[src/rtl/video_timing_gen.sv]
// Programmable video timing generator: pixel clock-enable, H/V counters, DE, syncs and
// character-cell counters, with double-buffered timing applied atomically at frame start.
module video_timing_gen #(
   parameter int unsigned HSZ      = 10,
   parameter int unsigned VSZ      = 10,
   parameter int unsigned PIX_DIV  = 4,
   parameter int unsigned CELL_W   = 8,
   parameter int unsigned CELL_H   = 8,
   parameter int unsigned H_ACT    = 640,
   parameter int unsigned H_FP     = 16,
   parameter int unsigned H_SYNC   = 96,
   parameter int unsigned H_BP     = 48,
   parameter int unsigned V_ACT    = 480,
   parameter int unsigned V_FP     = 10,
   parameter int unsigned V_SYNC   = 2,
   parameter int unsigned V_BP     = 33,
   parameter logic [2:0]  CTRL_RST = 3'b100
) (
   input  logic           clk_100mhz,
   input  logic           rstn_i,
   input  logic           cfg_we_i,
   input  logic [3:0]     cfg_addr_i,
   input  logic [15:0]    cfg_data_i,
   input  logic           cfg_commit_i,
   output logic           cfg_pending_o,
   output logic           pix_ce_o,
   output logic [HSZ-1:0] hcount_o,
   output logic [VSZ-1:0] vcount_o,
   output logic           de_o,
   output logic           hsync_o,
   output logic           vsync_o,
   output logic [3:0]     cell_col_o,
   output logic [3:0]     cell_row_o,
   output logic [HSZ-1:0] text_col_o,
   output logic [VSZ-1:0] text_row_o,
   output logic           line_start_o,
   output logic           frame_start_o
);

   localparam int unsigned TW    = ((HSZ > VSZ) ? HSZ : VSZ) + 2;
   localparam int unsigned DIV_W = (PIX_DIV > 1) ? $clog2(PIX_DIV) : 1;
   localparam logic [DIV_W-1:0] DIV_LAST = DIV_W'(PIX_DIV - 1);
   localparam logic [3:0]       CW_LAST  = 4'(CELL_W - 1);
   localparam logic [3:0]       CH_LAST  = 4'(CELL_H - 1);
   // Timing register index: 0 act, 1 front porch, 2 sync, 3 back porch
   localparam logic [3:0][HSZ-1:0] H_RST = {HSZ'(H_BP), HSZ'(H_SYNC), HSZ'(H_FP), HSZ'(H_ACT)};
   localparam logic [3:0][VSZ-1:0] V_RST = {VSZ'(V_BP), VSZ'(V_SYNC), VSZ'(V_FP), VSZ'(V_ACT)};

   logic [3:0][HSZ-1:0] sh_h_q, sh_h_d, act_h_q, act_h_d;
   logic [3:0][VSZ-1:0] sh_v_q, sh_v_d, act_v_q, act_v_d;
   logic [2:0]          sh_ctrl_q, sh_ctrl_d, act_ctrl_q, act_ctrl_d;
   logic [DIV_W-1:0]    div_q, div_d;
   logic [HSZ-1:0]      h_q, h_d, tcol_q, tcol_d;
   logic [VSZ-1:0]      v_q, v_d, trow_q, trow_d;
   logic [3:0]          ccol_q, ccol_d, crow_q, crow_d;
   logic                pending_q, pending_d, restart_q, restart_d;
   logic                de_q, de_d, hsync_q, hsync_d, vsync_q, vsync_d;
   logic                pix_ce_q, pix_ce_d, line_start_q, line_start_d, frame_start_q, frame_start_d;

   logic          ce_c, hwrap_c, vwrap_c, apply_c, en_c, hs_on_c, vs_on_c;
   logic [TW-1:0] htot_c, vtot_c, hs_start_c, vs_start_c;
   logic          unused_data_c;

   assign unused_data_c = ^cfg_data_i;

   // Shadow/active registers, counters and registered outputs
   always_comb begin
      sh_h_d        = sh_h_q;
      sh_v_d        = sh_v_q;
      sh_ctrl_d     = sh_ctrl_q;
      act_h_d       = act_h_q;
      act_v_d       = act_v_q;
      act_ctrl_d    = act_ctrl_q;
      div_d         = div_q;
      h_d           = h_q;
      v_d           = v_q;
      ccol_d        = ccol_q;
      crow_d        = crow_q;
      tcol_d        = tcol_q;
      trow_d        = trow_q;
      restart_d     = restart_q;

      if (cfg_we_i) begin
         if (!cfg_addr_i[3]) begin
            if (!cfg_addr_i[2]) sh_h_d[cfg_addr_i[1:0]] = cfg_data_i[HSZ-1:0];
            else                sh_v_d[cfg_addr_i[1:0]] = cfg_data_i[VSZ-1:0];
         end else if (cfg_addr_i[2:0] == 3'd0) begin
            sh_ctrl_d = cfg_data_i[2:0];
         end
      end

      ce_c    = act_ctrl_q[2] && (div_q == DIV_LAST);
      htot_c  = TW'(act_h_q[0]) + TW'(act_h_q[1]) + TW'(act_h_q[2]) + TW'(act_h_q[3]);
      vtot_c  = TW'(act_v_q[0]) + TW'(act_v_q[1]) + TW'(act_v_q[2]) + TW'(act_v_q[3]);
      // A restart after re-enable behaves like a wrap so the first pixel is (0,0)
      hwrap_c = restart_q || (TW'(h_q) >= htot_c - TW'(1));
      vwrap_c = restart_q || (TW'(v_q) >= vtot_c - TW'(1));

      apply_c   = (pending_q || cfg_commit_i) &&
                  (!act_ctrl_q[2] || (ce_c && hwrap_c && vwrap_c));
      pending_d = (pending_q || cfg_commit_i) && !apply_c;
      if (apply_c) begin
         act_h_d    = sh_h_d;
         act_v_d    = sh_v_d;
         act_ctrl_d = sh_ctrl_d;
      end
      en_c = act_ctrl_d[2];

      if (!en_c) begin
         div_d     = '0;
         h_d       = '0;
         v_d       = '0;
         ccol_d    = '0;
         crow_d    = '0;
         tcol_d    = '0;
         trow_d    = '0;
         restart_d = 1'b1;
      end else begin
         div_d = (div_q == DIV_LAST) ? '0 : div_q + DIV_W'(1);
         if (ce_c) begin
            restart_d = 1'b0;
            if (hwrap_c) begin
               h_d    = '0;
               ccol_d = '0;
               tcol_d = '0;
               if (vwrap_c) begin
                  v_d    = '0;
                  crow_d = '0;
                  trow_d = '0;
               end else begin
                  v_d = v_q + VSZ'(1);
                  if (crow_q == CH_LAST) begin
                     crow_d = '0;
                     trow_d = trow_q + VSZ'(1);
                  end else begin
                     crow_d = crow_q + 4'd1;
                  end
               end
            end else begin
               h_d = h_q + HSZ'(1);
               if (ccol_q == CW_LAST) begin
                  ccol_d = '0;
                  tcol_d = tcol_q + HSZ'(1);
               end else begin
                  ccol_d = ccol_q + 4'd1;
               end
            end
         end
      end

      // Outputs derive from next-state counters and timing so they align with hcount/vcount
      hs_start_c    = TW'(act_h_d[0]) + TW'(act_h_d[1]);
      vs_start_c    = TW'(act_v_d[0]) + TW'(act_v_d[1]);
      hs_on_c       = en_c && (TW'(h_d) >= hs_start_c) && (TW'(h_d) < hs_start_c + TW'(act_h_d[2]));
      vs_on_c       = en_c && (TW'(v_d) >= vs_start_c) && (TW'(v_d) < vs_start_c + TW'(act_v_d[2]));
      de_d          = en_c && (TW'(h_d) < TW'(act_h_d[0])) && (TW'(v_d) < TW'(act_v_d[0]));
      hsync_d       = hs_on_c ^ ~act_ctrl_d[0];
      vsync_d       = vs_on_c ^ ~act_ctrl_d[1];
      pix_ce_d      = en_c && (div_d == DIV_LAST);
      line_start_d  = en_c && ce_c && hwrap_c;
      frame_start_d = en_c && ce_c && hwrap_c && vwrap_c;
   end

   always_ff @(posedge clk_100mhz or negedge rstn_i) begin
      if (!rstn_i) begin
         sh_h_q        <= H_RST;
         sh_v_q        <= V_RST;
         sh_ctrl_q     <= CTRL_RST;
         act_h_q       <= H_RST;
         act_v_q       <= V_RST;
         act_ctrl_q    <= CTRL_RST;
         div_q         <= '0;
         h_q           <= '0;
         v_q           <= '0;
         ccol_q        <= '0;
         crow_q        <= '0;
         tcol_q        <= '0;
         trow_q        <= '0;
         pending_q     <= 1'b0;
         restart_q     <= ~CTRL_RST[2];
         de_q          <= 1'b0;
         hsync_q       <= ~CTRL_RST[0];
         vsync_q       <= ~CTRL_RST[1];
         pix_ce_q      <= 1'b0;
         line_start_q  <= 1'b0;
         frame_start_q <= 1'b0;
      end else begin
         sh_h_q        <= sh_h_d;
         sh_v_q        <= sh_v_d;
         sh_ctrl_q     <= sh_ctrl_d;
         act_h_q       <= act_h_d;
         act_v_q       <= act_v_d;
         act_ctrl_q    <= act_ctrl_d;
         div_q         <= div_d;
         h_q           <= h_d;
         v_q           <= v_d;
         ccol_q        <= ccol_d;
         crow_q        <= crow_d;
         tcol_q        <= tcol_d;
         trow_q        <= trow_d;
         pending_q     <= pending_d;
         restart_q     <= restart_d;
         de_q          <= de_d;
         hsync_q       <= hsync_d;
         vsync_q       <= vsync_d;
         pix_ce_q      <= pix_ce_d;
         line_start_q  <= line_start_d;
         frame_start_q <= frame_start_d;
      end
   end

   assign cfg_pending_o = pending_q;
   assign pix_ce_o      = pix_ce_q;
   assign hcount_o      = h_q;
   assign vcount_o      = v_q;
   assign de_o          = de_q;
   assign hsync_o       = hsync_q;
   assign vsync_o       = vsync_q;
   assign cell_col_o    = ccol_q;
   assign cell_row_o    = crow_q;
   assign text_col_o    = tcol_q;
   assign text_row_o    = trow_q;
   assign line_start_o  = line_start_q;
   assign frame_start_o = frame_start_q;

endmodule

[config.mk]
export PLATFORM = sky130hd
export DESIGN_NAME = video_timing_gen
export DESIGN_NICKNAME = d
export VERILOG_FILES = /design/src/rtl/video_timing_gen.sv
export SDC_FILE = /design/constraint.sdc
export NUM_CORES = 1
export LEC_CHECK = 0
export CAP_MARGIN = 10
export CORE_ASPECT_RATIO = 0.6
export CORE_MARGIN = 10
export CORE_UTILIZATION = 60
export CTS_BUF_LIST = sky130_fd_sc_hd__clkbuf_4
export CTS_CLUSTER_SIZE = 40
export DETAILED_ROUTE_END_ITERATION = 16
export GPL_ROUTABILITY_DRIVEN = 1
export PLACE_DENSITY_LB_ADDON = 0.25
export SYNTH_ARGS = -nofsm -noshare
export SYNTH_HDL_FRONTEND = slang
export SYNTH_SLANG_ARGS = --single-unit
[constraint.sdc]
create_clock -name clk_100mhz -period 15.95 [get_ports clk_100mhz]
set_input_delay 3.19 -clock clk_100mhz [delete_from_list [all_inputs] [get_ports clk_100mhz]]
set_output_delay 3.19 -clock clk_100mhz [all_outputs]
set_load 0.01 [all_outputs]
# Word level (Yosys, flattened, before mapping)
# Cells that the tools add are included.
# classes
addsub,19
n_lt_le_gt_ge,10
n_eq_ne,8
n_mux,45
n_bitwise,4
reduce_logical,26
# op_table
operator,n
2-to-1 mux 40 bit,6
2-to-1 mux 10 bit,17
bitwise mux 40 bit,2
2-to-1 mux 30 bit,2
adder 11 x 10 -> 12 bit,4
adder 10 x 10 -> 11 bit,4
"adder 10 x 1 -> 10 bit, second input constant",4
2-to-1 mux 4 bit,9
adder 12 x 10 -> 12 bit,2
>= comparator 10 x 12 -> 1 bit,2
less-than comparator 10 x 12 -> 1 bit,2
"subtractor 12 x 1 -> 12 bit, second input constant",2
>= comparator 10 x 11 -> 1 bit,2
demux 10 bit (select 2 bit),1
less-than comparator 10 bit,2
logical AND 1 bit,16
2-to-1 mux 3 bit,4
"adder 4 x 1 -> 4 bit, second input constant",2
"== test 4 x 3 -> 1 bit, second input constant",2
"inequality test 3 x 1 -> 1 bit, second input constant",2
"== test 2 bit, second input constant",2
logical OR 1 bit,4
2-to-1 mux 2 bit,2
"inequality test 2 x 1 -> 1 bit, second input constant",2
10 further kinds,15
# totals
regBits,224
input_bits,24
output_inout_bits,55
wordCells,145

# Longest topological paths before layout
# logic_depth
word_depth,16
depth_mapped,48

# Least setup slack after synthesis
# No wires, ideal clock.
# synth_path
path_kind,register to register
from,reg act_v_q[13] (netlist bit)
to,"reg vsync_q, in the netlist vsync_o"
arrival_time_ps,8758
required_ps,15875
slack_ps,7116
stages_incl_launch_ff,44
path_buffers,2
path_cell_list,dfstp_2 > inv_1 > ha_1 > inv_1 > fa_1 > inv_1 > fa_1 > inv_1 > ha_1 > o21ai_0 > o21bai_1 > a21oi_1 > o21bai_1 > a21oi_1 > xor2_1 > ha_1 > nand3_1 > nor3_1 > [... 8 more ...] > fa_1 > a21o_1 > a21oi_1 > nor2b_1 > o21a_1 > o21a_1 > nor2_1 > ha_1 > o21a_1 > o21ai_0 > nand2b_1 > a21oi_1 > xor2_1 > ha_1 > nand2_1 > or4b_2 > a211oi_2 > xnor2_1
# synth_rtl
element,line,text
"start, declared",50,"logic [3:0][VSZ-1:0] sh_v_q, sh_v_d, act_v_q, act_v_d;"
"start signal, assigned",192,act_v_q <= act_v_d;
"end signal, assigned",183,vsync_q <= ~CTRL_RST[1];
"end signal, assigned",205,vsync_q <= vsync_d;
"end, declared",57,"logic de_q, de_d, hsync_q, hsync_d, vsync_q, vsync_d;"

==> results list <==
- The run finished with clean final reports.
- After routing, the total negative slack on setup checks comes to 0 ns.
- Synth Flop Type: dfrtp_1
* Last weighted congestion value of the routability-driven placer: 0.897
- Share of post-route cells with drive strength above 1: 0.162
- Netlist area before placement: 14,700 um2
* Clock transition at the registers of the reported paths: 0.07 ns
- The initial antenna violation count was 1.
- A synthesized cell averages 10.0 um2.
- The cell count after synthesis came out at 1,473.
* Count of fill cells added during filler insertion: 1,898
* Max-capacitance violation count: 0
- Buffers inserted to repair hold after CTS numbered 0.
* Total of warnings raised by yosys: 0
- IO buf count: 72
* Synthesized Nets: 1,708
- Die Wd: 222 um
- Detailed routing inserted a total of 11,000 vias.
- Most common cell after layout, fill and taps aside: inv_1
* Min-delay worst type: register to register
- Unrepaired setup endpoints after global routing: false
- Origin of the worst setup path: act_v_q[13]$_DFF_PN1_
* Post-synth EDFFs: 0
* NumNets Final: 1,817
- For the worst setup path, the data arrival time is 11.89 ns.
- The worst register-to-register path begins at act_v_q[13]$_DFF_PN1_.
- Reg2reg end: hsync_o$_DFF_PN1_
* Wirelength per Cell: 18.4 um
* Maximum number of pins on one net before global-route repair: 102
- The largest individual stage delay along the critical path comes from the cell buf_4.
- On the worst path, the slowest cell contributes a delay of 0.84 ns.
- For this run, the register share of the synthesized area comes to 0.383.
- Kind of end point of the critical path: register
- The die covers 31,500 um2.
- Synthesis instantiated 66 different standard cells from the library.
- The routed design has 35,900 um of wire.
- Y dimension of the die: 141 um
- Number of placement rows: 44
* Post-CTS resize count: 0
- At the worst endpoint, the required time is 16.61 ns.
- The pre-antenna-repair detailed-routing pass consisted of 5 iterations.
- The smallest clock period supported by the final layout is computed as 11.23 ns.
- For this configuration, the core starts out at a cell density of 0.610.
- Dividing the final minimum period by the clock period gives 0.704.
- In this run the standard cell core region covers 24,200 um2.
- For this run, the top clock speed supported by timing is 0.0890 GHz.
- CTS saw 224 sinks.
- The critical path ends at hsync_o$_DFF_PN1_.
- In the routed layout, each cell is associated on average with a via count of 5.62.
- Most used cells in the layout excluding fill and tap cells: 238 x inv_1, 188 x dfrtp_1, 169 x ha_1
- Summed over all layers, the global routing overflow is 0.
- Count of routing violations after the opening detailed-route iteration: 860
- The setup check on the worst reg-to-reg path leaves a slack of 4.72 ns.
- Worst Reg2Reg Path Length in Cells: 46
- The worst pin sits at a relative slew slack of 0.328.
- The final max-slew violation count came to 0.
- For this run, design rule violations remaining after detail routing come to 0.
- Clock H-tree levels: 2
* Nature of the critical path startpoint: register
* Number of buffers created by CTS: 54
- CTS tree: done
- The final count of hold timing violations is 0.
- Cell mode on critical path: a21oi_1
* Total I/O pin count: 79
- The wire-length estimate of the detail-placed layout is 26,900 um.
- Worst slack after detailed placement: 4.90 ns
- The clock reaches the later pin of the worst-skew pair after 0.74 ns.
- Kind of critical path: register to register
* Area overhead of the layout relative to synthesis: 12.3%
- GRT Total Usage: 0.229
- The clock passes through at most 3 buffers.
* CTS root buf: clkbuf_4
* Minimum setup slack in the final design: 4.72 ns
* Tightest Pin Transition: 0.995 ns
- Wire length of the first global-routing pass: 58,600 um
- Worst-path fanout max: 101
- Number of routed nets with antenna violations: 0
- After synthesis the netlist holds a flip-flop and latch count of 224.
* Number of failing setup endpoints in the final timing report: 0
- Worst setup skew after layout: 0.0524 ns
* Via count of the first global-routing pass: 11,100
- Post-synth ARST share: 1.00
- Number of setup buffers added after CTS: 0
metrics by stage:
| step | std cells | hold slack, ns | cell area, um2 | utilization |
|---|---|---|---|---|
| after floorplan | 1473 | 0.438 | 14700 | - |
| after global placement | 1848 | 0.450 | 15800 | 0.655 |
| after detailed placement | 1848 | 0.465 | 15800 | 0.655 |
| after CTS | 1950 | 0.476 | 16600 | 0.685 |
| after global routing | 1951 | 0.498 | 16600 | 0.685 |
| final | 1951 | 0.472 | 16600 | 0.685 |
worst min-delay path by stage:
stage | from | endpoint | slack [ns] | cells past startpoint
floorplan | div_q[0]$_DFF_PN0_ | pix_ce_o$_DFF_PN0_ | 0.44 | 1
global placement | div_q[0]$_DFF_PN0_ | div_q[0]$_DFF_PN0_ | 0.45 | 1
detailed placement | div_q[0]$_DFF_PN0_ | pix_ce_o$_DFF_PN0_ | 0.47 | 1
CTS | div_q[0]$_DFF_PN0_ | div_q[0]$_DFF_PN0_ | 0.48 | 1
global route | sh_h_q[21]$_DFF_PN0_ | sh_h_q[21]$_DFF_PN0_ | 0.50 | 1
finish | div_q[0]$_DFF_PN0_ | div_q[0]$_DFF_PN0_ | 0.47 | 1
flip-flops by register name (all words and copies together) (netlist names), 2 cells and up:
| register | flops |
|---|---|
| sh_v_q | 40 |
| sh_ctrl_q | 3 |
| act_h_q | 40 |
| text_col_o | 10 |
| cell_col_o | 4 |
| act_v_q | 40 |
| cell_row_o | 4 |
| div_q | 2 |
| text_row_o | 10 |
| sh_h_q | 40 |
| act_ctrl_q | 3 |
| hcount_o | 10 |
| vcount_o | 10 |
Yosys cell counts (all sizes together), types with 13 or more instances:
cell type	instances	area share
inv	238	0.061
dfrtp	188	0.32
nor2	74	0.019
nand3	25	0.0085
a21o	26	0.013
o21bai	13	0.0069
mux2	107	0.082
dfstp	36	0.064
ha	169	0.14
o21ai	114	0.039
fa	42	0.057
buf	18	0.0066
nand4	15	0.0064
xnor2	36	0.021
nand2b	33	0.014
nor2b	15	0.0064
a21oi	66	0.023
nand2	94	0.024
xor2	34	0.020
cell type report:
type                       count  area (um2)  share of cell area
multi-input combinational    981        8070               0.487
clock inverter                11        46.3             0.00280
timing repair buffer          83         808              0.0488
clock buffer                  91         683              0.0413
antenna                        1        2.50            0.000151
tap                          322         403              0.0243
inverter                     238         893              0.0540
sequential                   224        5650               0.341
worst max-delay path, delay by kind of cell (launching register included):
kind	cells	cell delay [ns]
AO/OA/AOI/OAI	20	4.17
adder cells (fa/ha/maj)	8	2.78
AND/OR/NAND/NOR	8	1.84
flip-flops	1	0.52
buffers and inverters	6	1.17
XOR/XNOR	4	0.62
cell families (layout without fill, tap and decap cells):
kind of cell | Yosys count | after routing | synth area share
AND/OR/NAND/NOR | 308 | 308 | 0.103
AO/OA/AOI/OAI | 282 | 282 | 0.118
buffers and inverters | 268 | 423 | 0.0703
flip-flops | 224 | 224 | 0.383
adder cells (fa/ha/maj) | 211 | 211 | 0.200
multiplexers | 110 | 110 | 0.0838
XOR/XNOR | 70 | 70 | 0.0416
other | 0 | 1 | 0
per-layer routing:
layer  GRT usage  part of all wire
met5           0                 0
met4      0.0616             0.017
met2       0.319              0.40
met1       0.348              0.51
met3      0.0505             0.074
Power is not shown: default switching activity piles up to over one toggle a cycle in this logic, so the estimate is an artifact.
